`src/rtl/sonar_trigger_gen.sv`:
```
// Ultrasonic ranging sequencer: fires a trigger pulse, opens an echo measurement
// window, reports completion or timeout, then enforces a quiet holdoff period.
module sonar_trigger_gen #(
  parameter int TRIG_CYCLES    = 500,
  parameter int RISE_TIMEOUT   = 1_500_000,
  parameter int FALL_TIMEOUT   = 1_900_000,
  parameter int HOLDOFF_CYCLES = 3_000_000
) (
  input  logic clk,
  input  logic reset,
  input  logic start,
  input  logic echo,
  output logic trig,
  output logic echo_gate,
  output logic busy,
  output logic done,
  output logic timeout
);

  localparam int MAX_TR  = (TRIG_CYCLES > RISE_TIMEOUT) ? TRIG_CYCLES : RISE_TIMEOUT;
  localparam int MAX_FH  = (FALL_TIMEOUT > HOLDOFF_CYCLES) ? FALL_TIMEOUT : HOLDOFF_CYCLES;
  localparam int MAX_CYC = (MAX_TR > MAX_FH) ? MAX_TR : MAX_FH;
  localparam int CNT_W   = $clog2(MAX_CYC + 1);

  localparam logic [CNT_W-1:0] TRIG_LAST    = CNT_W'(TRIG_CYCLES - 1);
  localparam logic [CNT_W-1:0] RISE_LAST    = CNT_W'(RISE_TIMEOUT - 1);
  localparam logic [CNT_W-1:0] FALL_LAST    = CNT_W'(FALL_TIMEOUT - 1);
  localparam logic [CNT_W-1:0] HOLDOFF_LAST = CNT_W'(HOLDOFF_CYCLES - 1);

  typedef enum logic [2:0] {
    S_IDLE,
    S_TRIG,
    S_WAIT_RISE,
    S_WAIT_FALL,
    S_HOLDOFF
  } state_t;

  state_t           r_state;
  logic [CNT_W-1:0] r_cnt;
  logic             r_echo_m;
  logic             r_echo_s;
  logic             r_trig;
  logic             r_gate;
  logic             r_busy;
  logic             r_done;
  logic             r_timeout;

  logic w_trig_end;
  logic w_rise_end;
  logic w_fall_end;
  logic w_hold_end;

  assign w_trig_end = (r_cnt == TRIG_LAST);
  assign w_rise_end = (r_cnt == RISE_LAST);
  assign w_fall_end = (r_cnt == FALL_LAST);
  assign w_hold_end = (r_cnt == HOLDOFF_LAST);

  assign trig      = r_trig;
  assign echo_gate = r_gate;
  assign busy      = r_busy;
  assign done      = r_done;
  assign timeout   = r_timeout;

  // echo is asynchronous to clk; only r_echo_s may feed decisions
  always_ff @(posedge clk or posedge reset) begin
    if (reset) begin
      r_echo_m <= 1'b0;
      r_echo_s <= 1'b0;
    end else begin
      r_echo_m <= echo;
      r_echo_s <= r_echo_m;
    end
  end

  always_ff @(posedge clk or posedge reset) begin
    if (reset) begin
      r_state   <= S_IDLE;
      r_cnt     <= '0;
      r_trig    <= 1'b0;
      r_gate    <= 1'b0;
      r_busy    <= 1'b0;
      r_done    <= 1'b0;
      r_timeout <= 1'b0;
    end else begin
      r_done <= 1'b0;
      case (r_state)
        S_IDLE: begin
          r_cnt <= '0;
          if (start) begin
            r_state <= S_TRIG;
            r_trig  <= 1'b1;
            r_busy  <= 1'b1;
          end
        end
        S_TRIG: begin
          if (w_trig_end) begin
            r_state <= S_WAIT_RISE;
            r_trig  <= 1'b0;
            r_cnt   <= '0;
          end else begin
            r_cnt <= r_cnt + CNT_W'(1);
          end
        end
        // an echo already high on entry counts as the rise
        S_WAIT_RISE: begin
          if (r_echo_s) begin
            r_state <= S_WAIT_FALL;
            r_gate  <= 1'b1;
            r_cnt   <= '0;
          end else if (w_rise_end) begin
            r_state   <= S_HOLDOFF;
            r_done    <= 1'b1;
            r_timeout <= 1'b1;
            r_cnt     <= '0;
          end else begin
            r_cnt <= r_cnt + CNT_W'(1);
          end
        end
        // echo fall is tested first so a tie with the limit is not a timeout
        S_WAIT_FALL: begin
          if (!r_echo_s) begin
            r_state   <= S_HOLDOFF;
            r_gate    <= 1'b0;
            r_done    <= 1'b1;
            r_timeout <= 1'b0;
            r_cnt     <= '0;
          end else if (w_fall_end) begin
            r_state   <= S_HOLDOFF;
            r_gate    <= 1'b0;
            r_done    <= 1'b1;
            r_timeout <= 1'b1;
            r_cnt     <= '0;
          end else begin
            r_cnt <= r_cnt + CNT_W'(1);
          end
        end
        S_HOLDOFF: begin
          if (w_hold_end) begin
            r_state <= S_IDLE;
            r_busy  <= 1'b0;
            r_cnt   <= '0;
          end else begin
            r_cnt <= r_cnt + CNT_W'(1);
          end
        end
        default: begin
          r_state <= S_IDLE;
          r_cnt   <= '0;
          r_trig  <= 1'b0;
          r_gate  <= 1'b0;
          r_busy  <= 1'b0;
        end
      endcase
    end
  end

endmodule

```
`config.mk`:
```
export PLATFORM = sky130hd
export DESIGN_NAME = sonar_trigger_gen
export DESIGN_NICKNAME = d
export VERILOG_FILES = /design/src/rtl/sonar_trigger_gen.sv
export SDC_FILE = /design/constraint.sdc
export NUM_CORES = 1
export LEC_CHECK = 0
export BUFFER_PORTS_ARGS = -buffer_cell sky130_fd_sc_hd__clkbuf_2
export CELL_PAD_IN_SITES_DETAIL_PLACEMENT = 2
export CELL_PAD_IN_SITES_GLOBAL_PLACEMENT = 2
export CORE_ASPECT_RATIO = 1.75
export CORE_UTILIZATION = 39
export CTS_CLUSTER_DIAMETER = 120
export DETAILED_ROUTE_END_ITERATION = 8
export GPL_ROUTABILITY_DRIVEN = 1
export PLACE_DENSITY = 0.77
export SLEW_MARGIN = 10
export SYNTH_ARGS = -nofsm -noshare
export SYNTH_HDL_FRONTEND = slang
export SYNTH_SLANG_ARGS = --single-unit
```
`constraint.sdc`:
```
create_clock -name clk -period 2.2 [get_ports clk]
set_input_delay 0 -clock clk [delete_from_list [all_inputs] [get_ports clk]]
set_output_delay 0 -clock clk [all_outputs]
set_load 0.1 [all_outputs]
```
==> metrics <==
CTS root buffer=clkbuf_8; max_slew headroom=63.6%; Final Cycle Share=93.3%; CTS H-tree lvls=2; # rows=31; Final min period=2.05 ns; largest incremental delay on the critical path=0.46 ns; Final Hold Viols=0; Die H=89.9 µm; 1st-iter DRT viols=14; Initial Utilization=41.1%; drt via density=5.91; Final Wtd Congestion=0.960; Switching Power=237 µW; first-pass GRT wire length=8.60 mm; WL/cell=21.2 µm; CTS sink count=32; initial antenna violation count=0; CP endpoint kind=flop; vias in the first global route=1714; WP data required=2.35 ns; Worst Hold Launch=start; Distinct cells, synth=41; Layout Area Growth over Synthesis=17.8%; share of the yosys chip area belonging to registers=46.5%; most common cell after layout, fill and taps aside=dfrtp_1; nets=203; Layout Cells excl Fill=248; Clock Power Share=43.4%; I/O Buffers=8; area post-placement=0.00190 mm²; ratio of cells with drive above 1 in the final layout=20.6%; CP bufs+invs=1; Chip Width=52.2 µm; fin. max-slew vios=0; dpl cells=238; Crit-path slowest cell=or4b_1; Gate Count Post-Synth=175; IO Count=9; CP Cell Sequence=ha_2 -> or4b_1 -> nor4_2 -> a31oi_1 -> a31oi_4 -> buf_12 -> a21boi_0; flip-flop and latch count after synthesis=32; vias=1465; GR Util All Layers=25.3%; clk_lat worst skew=0.29 ns; Final ANT Viol Nets=0; PD cells=534 mW/mm²; TritonCTS Buffers=5; Switching Fraction=21.9%; Antenna diodes=0; drt total wl=5.25 mm; final core utilization=48.4%; Die ar.=0.00469 mm²; Worst-Margin Slew=0.549 ns; Core Region=0.00419 mm²; sequential share of power=54.7%; Layout fillers=456; Synth Area per Inst=9.83 µm²; Setup Skew=0.00741 ns; Pleak=0.000866 µW; Max FO, Critical Path=22; Worst Hold Class=in -> reg; post-route total power=1080 µW; synthesized area=0.00172 mm²; P_int=846 µW; Arrival @ worst endpoint=2.21 ns; Comb pwr share=1.8%; setup total negative slack=0 ns; CTS tree=built; DR pass1 iterations=4; largest net degree at the start of global routing=33; CTS max path bufs=2; grt ovf=0; status=finished clean; syn nets=180; commonest cells after routing, fill and taps aside=32 x dfrtp_1, 22 x a21oi_1, 13 x xor2_1; DP Wirelength=3.93 mm; FF-to-FF Start=r_cnt[0]; CP startpoint=r_cnt[0]; family with the most delay on the worst path=simple AND/OR/NAND/NOR gates; fin area=0.00203 mm²; clk slew on worst S/H paths=0.07 ns; CP Launch Type=flop; kind of critical path=reg -> reg; largest vdd supply drop=322 µV; final setup fails=0; RSZ-0062 raised after global routing=no; Synthesis Warnings=0; # DRC=0; fmax=487 MHz; max cap viols=0
[synthesized netlist by cell type]
cell type / n / area share [%]
a31oi_4: 1 / 1.2
a21boi_0: 2 / 0.87
ha_1: 1 / 0.73
o21bai_1: 1 / 0.44
nand2b_1: 3 / 1.1
nor2b_1: 1 / 0.36
nor2_1: 10 / 2.2
buf_6: 2 / 1.3
or3_1: 1 / 0.36
xnor2_1: 7 / 3.6
a21bo_2: 1 / 0.58
and2_1: 1 / 0.36
nor4_1: 5 / 1.8
a31oi_1: 1 / 0.36
xor2_1: 13 / 6.6
a21oi_1: 22 / 6.4
nand2_1: 9 / 2.0
or3b_2: 1 / 0.51
nor4b_1: 1 / 0.51
and4_1: 1 / 0.51
and3_1: 4 / 1.5
o31a_1: 1 / 0.51
nand4_1: 6 / 2.2
nor4_2: 2 / 1.5
nor3_1: 3 / 0.87
a22oi_2: 1 / 0.73
a22oi_1: 1 / 0.44
mux2i_1: 2 / 1.2
inv_1: 5 / 1.1
a32oi_1: 1 / 0.51
o22ai_1: 1 / 0.36
a21oi_2: 2 / 1.0
clkbuf_1: 3 / 0.65
o31ai_1: 2 / 0.87
dfrtp_1: 32 / 47
or4_1: 1 / 0.44
or4b_1: 1 / 0.58
o21ai_0: 5 / 1.5
nand4b_1: 3 / 1.5
buf_2: 3 / 0.87
nand3_1: 12 / 3.5
[cell type report]
type	instances	area, µm²	share of cell area (%)
multi-input cells	130	863	42.6
flip-flops and latches	32	801	39.5
repair buffers	24	190	9.38
clock buffers	6	82.6	4.07
well taps	49	61.3	3.02
inverters	5	18.8	0.926
clock inverters	2	10.0	0.494
[power groups by stage]
stage | registers (µW) | clock network (µW) | logic, µW
2_1_floorplan | 603 | 0 | 9.52
3_3_place_gp | 603 | 0 | 17.0
3_5_place_dp | 604 | 0 | 18.0
4_1_cts | 592 | 485 | 20.8
5_1_grt | 592 | 504 | 23.1
6_report | 593 | 470 | 19.9
[repair_timing]
action | in CTS | in global routing
endpoints found under the hold margin | 33 | 0
setup buffers | 0 | 0
hold buffers | 2 | 0
gates resized for setup | 0 | 3
setup endpoints to repair | 0 | 24
[metrics by stage]
step / hold WS (ns) / setup WS [ns]
floorplan: 0.0314 / 0.289
global placement: 0.0796 / 0.201
detailed placement: 0.0996 / 0.0424
CTS: 0.0660 / 0.0312
global route: 0.0940 / 0.0268
finish: 0.0663 / 0.147
[path summary, 6_finish.rpt]
| path | to | slack (ns) | cells after the start |
|---|---|---|---|
| max | r_cnt[1] | 0.15 | 7 |
| min | trig | 0.07 | 3 |
| max reg2reg | r_cnt[1] | 0.15 | 7 |
| min reg2reg | r_echo_s | 0.37 | 0 |
| max in group asynchronous | r_cnt[20] | 1.56 | 4 |
| min in group asynchronous | trig | 0.32 | 4 |
[worst register-to-register path, delay by kind of cell, from the launching register on]
kind	cells	cell delay, ns
flops	1	0.38
buf+inv	1	0.18
simple gates	2	0.62
fa+ha+maj	1	0.23
compound gates	3	0.51
[state kept, by name (all words and copies together) (netlist names)]
signal,flops
r_cnt,22
done,1
trig,1
r_echo_m,1
timeout,1
busy,1
r_state,3
echo_gate,1
r_echo_s,1
[routing by layer]
metal,up-vias,part of all wire [%],wire length [µm],track usage [%]
li1,680,-,-,-
met1,763,35,1830,23.7
met2,12,61,3200,49.3
met3,10,1.1,56,4.06
met4,0,3.2,170,11.2
met5,-,0,0,0
[cell families after synthesis]
kind of cell,count (synthesis),share of synthesized area [%]
simple gates,65,21.7
fa+ha+maj,1,0.727
flops,32,46.5
buf+inv,13,3.93
xor+xnor,20,10.2
compound gates,42,15.8
mux,2,1.16
No activity file was read; power rests on OpenSTA's default activity.
